===== config.mk =====
export PLATFORM = sky130hd
export DESIGN_NAME = mult_div_unit_flat
export DESIGN_NICKNAME = d
export VERILOG_FILES = /design/src/rtl/mult_div_unit_pkg.sv /design/src/rtl/mult_div_unit_if.sv /design/src/rtl/mult_div_unit_addsub.sv /design/src/rtl/mult_div_unit.sv /design/src/flat_wrapper.sv
export SDC_FILE = /design/constraint.sdc
export NUM_CORES = 1
export LEC_CHECK = 0
export CAP_MARGIN = 20
export CELL_PAD_IN_SITES_DETAIL_PLACEMENT = 1
export CELL_PAD_IN_SITES_GLOBAL_PLACEMENT = 1
export CORE_MARGIN = 2
export CORE_UTILIZATION = 40
export CTS_BUF_LIST = sky130_fd_sc_hd__clkbuf_2 sky130_fd_sc_hd__clkbuf_4 sky130_fd_sc_hd__clkbuf_8
export DETAILED_ROUTE_END_ITERATION = 10
export PLACE_DENSITY = 0.8
export SYNTH_ARGS = -nofsm -noshare
export SYNTH_HDL_FRONTEND = slang
export SYNTH_SLANG_ARGS = --single-unit

===== constraint.sdc =====
create_clock -name Clk -period 3.49 [get_ports Clk]
set_input_delay 0.5235 -clock Clk [delete_from_list [all_inputs] [get_ports Clk]]
set_output_delay 0.5235 -clock Clk [all_outputs]
set_load 0.03 [all_outputs]

===== src/rtl/mult_div_unit_pkg.sv =====
// ---------------------------------------------------------------------------
// mdu_pkg
// Shared types for the multicycle multiply/divide unit.
//   mdu_op_t    : operation code sampled with start
//   mdu_state_t : FSM state encoding, also exported on mdu_state
// Optional feature macro used by the unit: MULTDIV_DIV_EN (divide support).
// ---------------------------------------------------------------------------
package mdu_pkg;

   typedef enum logic [1:0] {
      OP_MULT  = 2'd0,
      OP_MULTU = 2'd1,
      OP_DIV   = 2'd2,
      OP_DIVU  = 2'd3
   } mdu_op_t;

   typedef enum logic [1:0] {
      S_IDLE = 2'd0,
      S_CALC = 2'd1,
      S_FIX  = 2'd2,
      S_REJ  = 2'd3
   } mdu_state_t;

   // True for the two operations that use the divide datapath.
   function automatic logic op_is_div(input mdu_op_t op);
      return (op == OP_DIV) || (op == OP_DIVU);
   endfunction

   // True for the two operations with two's-complement operands.
   function automatic logic op_is_signed(input mdu_op_t op);
      return (op == OP_MULT) || (op == OP_DIV);
   endfunction

endpackage


===== src/rtl/mult_div_unit_if.sv =====
// ---------------------------------------------------------------------------
// mult_div_unit_if
// Request/response bundle between the control FSM (master) and the
// multiply/divide unit (slave).
//   start, op, a, b          : request, sampled by the unit while idle
//   busy, done, err, hi, lo  : status and HI/LO result
//   mdu_state                : current unit FSM state (debug)
// ---------------------------------------------------------------------------
interface mult_div_unit_if
   import mdu_pkg::*;
#(
   parameter int WIDTH = 32
);
   logic             start;
   mdu_op_t          op;
   logic [WIDTH-1:0] a;
   logic [WIDTH-1:0] b;
   logic             busy;
   logic             done;
   logic             err;
   logic [WIDTH-1:0] hi;
   logic [WIDTH-1:0] lo;
   mdu_state_t       mdu_state;

   modport master (output start, op, a, b,
                   input  busy, done, err, hi, lo, mdu_state);
   modport slave  (input  start, op, a, b,
                   output busy, done, err, hi, lo, mdu_state);
endinterface


===== src/rtl/mult_div_unit_addsub.sv =====
// ---------------------------------------------------------------------------
// mdu_addsub
// (WIDTH+1)-bit adder/subtractor shared by the multiply and divide
// iterations.
//   x_i, y_i : operands
//   sub_i    : 0 = x+y, 1 = x-y (x + ~y + 1)
//   res_o    : result
//   cout_o   : carry out; for subtraction 1 means "no borrow"
// ---------------------------------------------------------------------------
module mdu_addsub #(
   parameter int WIDTH = 32
) (
   input  logic [WIDTH:0] x_i,
   input  logic [WIDTH:0] y_i,
   input  logic           sub_i,
   output logic [WIDTH:0] res_o,
   output logic           cout_o
);
   logic [WIDTH:0] y_eff_s;

   // Operand inversion plus carry-in turns the adder into a subtractor.
   always_comb begin
      y_eff_s         = sub_i ? ~y_i : y_i;
      {cout_o, res_o} = {1'b0, x_i} + {1'b0, y_eff_s} + {{(WIDTH + 1){1'b0}}, sub_i};
   end
endmodule


===== src/rtl/mult_div_unit.sv =====
// ---------------------------------------------------------------------------
// mult_div_unit
// Iterative radix-2 multiply/divide unit producing HI/LO, one bit per clock.
//   Clk      : system clock, rising edge
//   Reset_n  : asynchronous active-low reset
//   bus      : mult_div_unit_if.slave (start/op/a/b in; busy/done/err/hi/lo/
//              mdu_state out)
// Macro MULTDIV_DIV_EN: when defined DIV/DIVU are executed; when undefined
// the divide datapath is absent and DIV/DIVU are rejected with err.
// ---------------------------------------------------------------------------
module mult_div_unit
   import mdu_pkg::*;
#(
   parameter int WIDTH = 32
) (
   input  logic          Clk,
   input  logic          Reset_n,
   mult_div_unit_if.slave bus
);
   localparam int CNT_W = $clog2(WIDTH) + 1;

   mdu_state_t         state_q, state_d;
   logic [CNT_W-1:0]   cnt_q, cnt_d;
   logic [WIDTH-1:0]   acc_q, acc_d;   // mult: upper product half; div: remainder
   logic [WIDTH-1:0]   mq_q, mq_d;     // mult: multiplier/low half; div: dividend/quotient
   logic [WIDTH-1:0]   md_q, md_d;     // multiplicand or divisor magnitude
   logic [WIDTH-1:0]   hi_q, hi_d, lo_q, lo_d;
   logic               is_div_q, is_div_d;
   logic               neg_lo_q, neg_lo_d; // negate product / quotient
   logic               neg_hi_q, neg_hi_d; // negate remainder
   logic               done_q, done_d, err_q, err_d;

   logic [WIDTH:0]     as_x_s, as_y_s, as_res_s;
   logic               as_sub_s, as_cout_s;
   logic               reject_s;
   logic [2*WIDTH-1:0] prod_s;

   mdu_addsub #(.WIDTH(WIDTH)) u_addsub (
      .x_i    (as_x_s),
      .y_i    (as_y_s),
      .sub_i  (as_sub_s),
      .res_o  (as_res_s),
      .cout_o (as_cout_s)
   );

`ifndef MULTDIV_DIV_EN
   // Carry out only matters for the divide's borrow test.
   logic unused_cout_s;
   assign unused_cout_s = as_cout_s;
`endif

   // Adder operand selection for the current iteration.
   always_comb begin
      as_sub_s = 1'b0;
      as_x_s   = {1'b0, acc_q};
      if (mq_q[0]) begin
         as_y_s = {1'b0, md_q};
      end else begin
         as_y_s = {(WIDTH + 1){1'b0}};
      end
`ifdef MULTDIV_DIV_EN
      // Restoring divide: trial-subtract divisor from remainder shifted left
      // by one with the next dividend bit.
      if (is_div_q) begin
         as_sub_s = 1'b1;
         as_x_s   = {acc_q, mq_q[WIDTH-1]};
         as_y_s   = {1'b0, md_q};
      end else begin
         as_sub_s = 1'b0;
      end
`endif
   end

   // Divide by zero always rejects; without divide support any divide does.
   always_comb begin
`ifdef MULTDIV_DIV_EN
      reject_s = op_is_div(bus.op) && (bus.b == {WIDTH{1'b0}});
`else
      reject_s = op_is_div(bus.op);
`endif
   end

   assign prod_s = {acc_q, mq_q};

   // Next-state, datapath and result logic.
   always_comb begin
      state_d  = state_q;
      cnt_d    = cnt_q;
      acc_d    = acc_q;
      mq_d     = mq_q;
      md_d     = md_q;
      hi_d     = hi_q;
      lo_d     = lo_q;
      is_div_d = is_div_q;
      neg_lo_d = neg_lo_q;
      neg_hi_d = neg_hi_q;
      done_d   = 1'b0;
      err_d    = 1'b0;
      case (state_q)
         S_IDLE: begin
            if (!bus.start) begin
               state_d = S_IDLE;
            end else if (reject_s) begin
               state_d = S_REJ;
            end else begin
               state_d  = S_CALC;
               cnt_d    = CNT_W'(WIDTH);
               acc_d    = {WIDTH{1'b0}};
               is_div_d = op_is_div(bus.op);
               neg_lo_d = op_is_signed(bus.op) && (bus.a[WIDTH-1] ^ bus.b[WIDTH-1]);
               neg_hi_d = op_is_signed(bus.op) && bus.a[WIDTH-1];
               if (op_is_div(bus.op)) begin
                  mq_d = (op_is_signed(bus.op) && bus.a[WIDTH-1]) ? -bus.a : bus.a;
                  md_d = (op_is_signed(bus.op) && bus.b[WIDTH-1]) ? -bus.b : bus.b;
               end else begin
                  mq_d = (op_is_signed(bus.op) && bus.b[WIDTH-1]) ? -bus.b : bus.b;
                  md_d = (op_is_signed(bus.op) && bus.a[WIDTH-1]) ? -bus.a : bus.a;
               end
            end
         end
         S_CALC: begin
            cnt_d = cnt_q - {{(CNT_W - 1){1'b0}}, 1'b1};
`ifdef MULTDIV_DIV_EN
            if (is_div_q) begin
               if (as_cout_s) begin
                  acc_d = as_res_s[WIDTH-1:0];
               end else begin
                  acc_d = {acc_q[WIDTH-2:0], mq_q[WIDTH-1]};
               end
               mq_d = {mq_q[WIDTH-2:0], as_cout_s};
            end else begin
               acc_d = as_res_s[WIDTH:1];
               mq_d  = {as_res_s[0], mq_q[WIDTH-1:1]};
            end
`else
            acc_d = as_res_s[WIDTH:1];
            mq_d  = {as_res_s[0], mq_q[WIDTH-1:1]};
`endif
            if (cnt_q == {{(CNT_W - 1){1'b0}}, 1'b1}) begin
               state_d = S_FIX;
            end else begin
               state_d = S_CALC;
            end
         end
         S_FIX: begin
            state_d = S_IDLE;
            done_d  = 1'b1;
`ifdef MULTDIV_DIV_EN
            if (is_div_q) begin
               lo_d = neg_lo_q ? -mq_q : mq_q;
               hi_d = neg_hi_q ? -acc_q : acc_q;
            end else begin
               {hi_d, lo_d} = neg_lo_q ? -prod_s : prod_s;
            end
`else
            {hi_d, lo_d} = neg_lo_q ? -prod_s : prod_s;
`endif
         end
         S_REJ: begin
            state_d = S_IDLE;
            done_d  = 1'b1;
            err_d   = 1'b1;
         end
         default: begin
            state_d = S_IDLE;
         end
      endcase
   end

   // State, datapath and output registers.
   always_ff @(posedge Clk or negedge Reset_n) begin
      if (!Reset_n) begin
         state_q  <= S_IDLE;
         cnt_q    <= {CNT_W{1'b0}};
         acc_q    <= {WIDTH{1'b0}};
         mq_q     <= {WIDTH{1'b0}};
         md_q     <= {WIDTH{1'b0}};
         hi_q     <= {WIDTH{1'b0}};
         lo_q     <= {WIDTH{1'b0}};
         is_div_q <= 1'b0;
         neg_lo_q <= 1'b0;
         neg_hi_q <= 1'b0;
         done_q   <= 1'b0;
         err_q    <= 1'b0;
      end else begin
         state_q  <= state_d;
         cnt_q    <= cnt_d;
         acc_q    <= acc_d;
         mq_q     <= mq_d;
         md_q     <= md_d;
         hi_q     <= hi_d;
         lo_q     <= lo_d;
         is_div_q <= is_div_d;
         neg_lo_q <= neg_lo_d;
         neg_hi_q <= neg_hi_d;
         done_q   <= done_d;
         err_q    <= err_d;
      end
   end

   assign bus.busy      = (state_q != S_IDLE);
   assign bus.done      = done_q;
   assign bus.err       = err_q;
   assign bus.hi        = hi_q;
   assign bus.lo        = lo_q;
   assign bus.mdu_state = state_q;
endmodule


===== src/flat_wrapper.sv =====
// flat-port wrapper written by rule: the top's interface ports become plain ports
module mult_div_unit_flat import mdu_pkg::*;
#(
   parameter int WIDTH = 32
)
  (Clk, Reset_n, bus_start, bus_op, bus_a, bus_b, bus_busy, bus_done, bus_err, bus_hi, bus_lo, bus_mdu_state);
  mult_div_unit_if #(.WIDTH(WIDTH)) bus_i ();
  input  logic Clk;
  input  logic Reset_n;
  input wire logic [$bits(bus_i.start)-1:0] bus_start;
  input wire logic [$bits(bus_i.op)-1:0] bus_op;
  input wire logic [$bits(bus_i.a)-1:0] bus_a;
  input wire logic [$bits(bus_i.b)-1:0] bus_b;
  output wire logic [$bits(bus_i.busy)-1:0] bus_busy;
  output wire logic [$bits(bus_i.done)-1:0] bus_done;
  output wire logic [$bits(bus_i.err)-1:0] bus_err;
  output wire logic [$bits(bus_i.hi)-1:0] bus_hi;
  output wire logic [$bits(bus_i.lo)-1:0] bus_lo;
  output wire logic [$bits(bus_i.mdu_state)-1:0] bus_mdu_state;
  assign bus_i.start = bus_start;
  assign bus_i.op = bus_op;
  assign bus_i.a = bus_a;
  assign bus_i.b = bus_b;
  assign bus_busy = bus_i.busy;
  assign bus_done = bus_i.done;
  assign bus_err = bus_i.err;
  assign bus_hi = bus_i.hi;
  assign bus_lo = bus_i.lo;
  assign bus_mdu_state = bus_i.mdu_state;
  mult_div_unit #(.WIDTH(WIDTH)) u_core (.Clk(Clk), .Reset_n(Reset_n), .bus(bus_i));
endmodule

==> run_results.csv <==
group,metric,value,unit
critical_path,endpoint_kind,"flip-flop",
clock_tree,ctsRootBufferMaster,"clkbuf_8",
routing,ant_nets,0,
routing,viasPerCell,5.66,
global_routing,grt_usage,23.3,%
sta,finalClockSkew,0.0214,ns
power_and_ir_drop,max-vdd-ir-drop,0.395,mV
run,drv_cap,0,
sta,worstMarginPinSlew,1.08,ns
place,place_congestion,0.904,
sta,relSlewSlack,27.9,%
sta,max_freq,309,MHz
global_routing,grt_pass1_vias,10024,
logic_synthesis,synth-async-reset-ratio,100,%
critical_path,cp-start-kind,"flip-flop",
routing,vias,9993,
critical_path,worstPathArrival,3.63,ns
routing,drtPass1Iterations,5,
die,rows,60,
die,die_area,28700,um^2
global_routing,grt_pass1_wl,53600,um
logic_synthesis,ys_seq_elements,171,
clock_tree,clk_latency,0.48,ns
clock_tree,clockBufferDepth,2,
logic_synthesis,synth_enable_flop_cells,0,
logic_synthesis,synth.avg_cell_area,8.53,um^2
cells_and_area,seq_area,4280,um^2
global_routing,antenna_found_initial,0,
logic_synthesis,ys.flop_type,"dfrtp_1",
clock_tree,clkTransAtPathRegs,0.11,ns
logic_synthesis,synth_top_area_share,39.1,%
routing,drc,0,
cells_and_area,area_growth,21.2,%
clock_tree,cts_made_buffers,17,
die,start_util,40.6,%
place,dpl.cell_count,1734,
routing,wl,32900,um
sta,hold_viol_final,0,
die,die_height,169,um
die,die_x,169,um
cells_and_area,nets,1520,
place,numPortBuffers,137,
cells_and_area,num_antenna_cells,0,
clock_tree,h-tree-depth,4,
critical_path,cp.buffers_inverters,0,
logic_synthesis,ys_warn_count,0,
clock_tree,cts_hold_buffers,0,
sta,rsz0062_at_grt,"false",
critical_path,cp_top_family,"compound AO/OA/AOI/OAI gates",
sta,finalSetupTns,0,ns
logic_synthesis,yosys.area.top_type,"dfrtp_1",
sta,period_minus_slack,3.24,ns
logic_synthesis,synth.distinct_cells,65,
power_and_ir_drop,power_leakage,5.42,nW
cells_and_area,fin_cells,1767,
routing,route.detailed.wl_per_inst,18.6,um
logic_synthesis,synth_common_cells,"176 x nand2_1, 171 x dfrtp_1, 160 x o21ai_0",
routing,drtIter0Drc,649,
global_routing,grt_overflow,0,
die,pin_count,138,
global_routing,grt_max_degree,107,
clock_tree,postCtsSetupRepairBufs,0,
cells_and_area,num-fill-cells,3196,
clock_tree,tritoncts,"yes",
clock_tree,cts_sinks,171,
cells_and_area,utilization,49.2,%
logic_synthesis,ys_seq_area_share,39.1,%
cells_and_area,multi_input_area,6350,um^2
critical_path,worstPathCellList,"and2_1, ha_1, o21ai_0, a2111o_1, o221ai_1, a41oi_1, o311a_1, or4_1, nand3_1",
critical_path,max_stage_delay,0.55,ns
sta,setup_viol,0,
logic_synthesis,ys_top_cells_by_area,"dfrtp_1 39%, xor2_1 7.4%, o21ai_0 7.3%",
critical_path,cp_max_fo,25,
cells_and_area,drive_above_1_share,6.87,%
sta,period_share,92.7,%
logic_synthesis,syn_inst,1284,
critical_path,crit_slowest_cell,"dfrtp_2",
logic_synthesis,synthesis.nets,1391,
logic_synthesis,synth_area,11000,um^2
status,status,"complete, no violations",
hold_path,hold_path.class,"input port to async pin",
place,postPlaceCellArea,12800,um^2
critical_path,required,3.89,ns
die,core-area,27000,um^2
power_and_ir_drop,powerDensity,852,nW/um^2
power_and_ir_drop,power.total,11.3,mW
place,hpwl,25400,um
cells_and_area,postLayoutCellArea,13300,um^2
critical_path,path_class,"flip-flop to flip-flop",
logic_synthesis,synth.most_common_cell,"nand2_1",
sta,maxSlewViolCount,0,
worst paths after layout:
check                               start                to  slack [ns]  depth (start not counted)
max                        u_core.mq_q[0]  u_core.acc_q[30]        0.25                          9
min                               Reset_n   u_core.md_q[16]        0.05                          1
max reg2reg                u_core.mq_q[0]  u_core.acc_q[30]        0.25                          9
min reg2reg                u_core.md_q[9]    u_core.md_q[9]        0.48                          2
max in group asynchronous         Reset_n  u_core.bus.lo[1]        2.60                          2
min in group Clk           u_core.md_q[9]    u_core.md_q[9]        0.48                          2
cells by family (layout without fill, tap and decap cells):
kind of cell               Yosys count  after routing  share of synthesized area (%)
buffers and inverters               91            233                           3.15
AOI/OAI and AO/OA                  399            399                           21.9
DFF                                171            171                           39.1
and+or+nand+nor                    435            435                           19.4
xor gates and xnor gates           143            143                           11.4
muxes                                7              7                          0.640
adders and majority gates           38             38                           4.41
flip-flops by register name, indices dropped and copies added (netlist names):
name                  cells
u_core.acc_q             32
u_core.bus.done           1
u_core.bus.err            1
u_core.bus.hi            32
u_core.bus.lo            32
u_core.bus.mdu_state      2
u_core.cnt_q              6
u_core.md_q              32
u_core.mq_q              32
u_core.neg_lo_q           1
metal layers:
layer	vias to the layer above	GRT usage, %	routed length, um
met2	232	36.9	14800
met4	0	5.69	382
li1	4832	-	-
met5	-	0	0
met1	4899	34.4	16400
met3	30	2.36	1300
cells in the final DEF, fill, tap and decap left out, types with 7 or more instances in the layout:
cell and n:
nor3_1 30, dfrtp_1 169, buf_4 41, clkbuf_8 18, a22oi_1 26, nor4_1 12, or3_1 23, a22o_1 7
o41ai_1 11, a21o_1 15, and2_1 37, inv_1 20, clkdlybuf4s50_1 136, nand2b_1 12, nand4_1 13, ha_1 37
or4_1 8, a21oi_1 58, a31oi_1 10, o31ai_1 29, mux2i_1 7, nand3_1 20, o21ai_0 160, nand2_1 176
nor2_1 67, xor2_1 92, o21ai_1 45, xnor2_1 51
where the power goes:
part           internal (mW)  total, mW  switching (mW)
combinational           2.41       6.01            3.60
sequential              2.84       3.82           0.980
clock                  0.616       1.48           0.859
total                   5.87       11.3            5.44
area by class of cell:
| cell class | count | area share, % |
|---|---|---|
| multi-input cells | 1022 | 47.8 |
| flip-flops and latches | 171 | 32.3 |
| clock inverters | 14 | 1.15 |
| well taps | 341 | 3.21 |
| inverters | 20 | 0.566 |
| repair buffers | 181 | 13.1 |
| clock buffers | 18 | 1.87 |
repair_timing:
item,4_1_cts,5_1_grt
resized for setup,0,1
endpoints found under the hold margin,0,0
setup endpoints to repair,0,8
metrics by stage:
step	worst slack [ns]	hold WS, ns
6_report	0.254	0.0541
3_3_place_gp	0.196	0.458
5_1_grt	0.0123	0.111
2_1_floorplan	0.351	0.228
4_1_cts	0.112	0.0883
3_5_place_dp	0.150	0.465
Power figures use the tool's default switching activity.
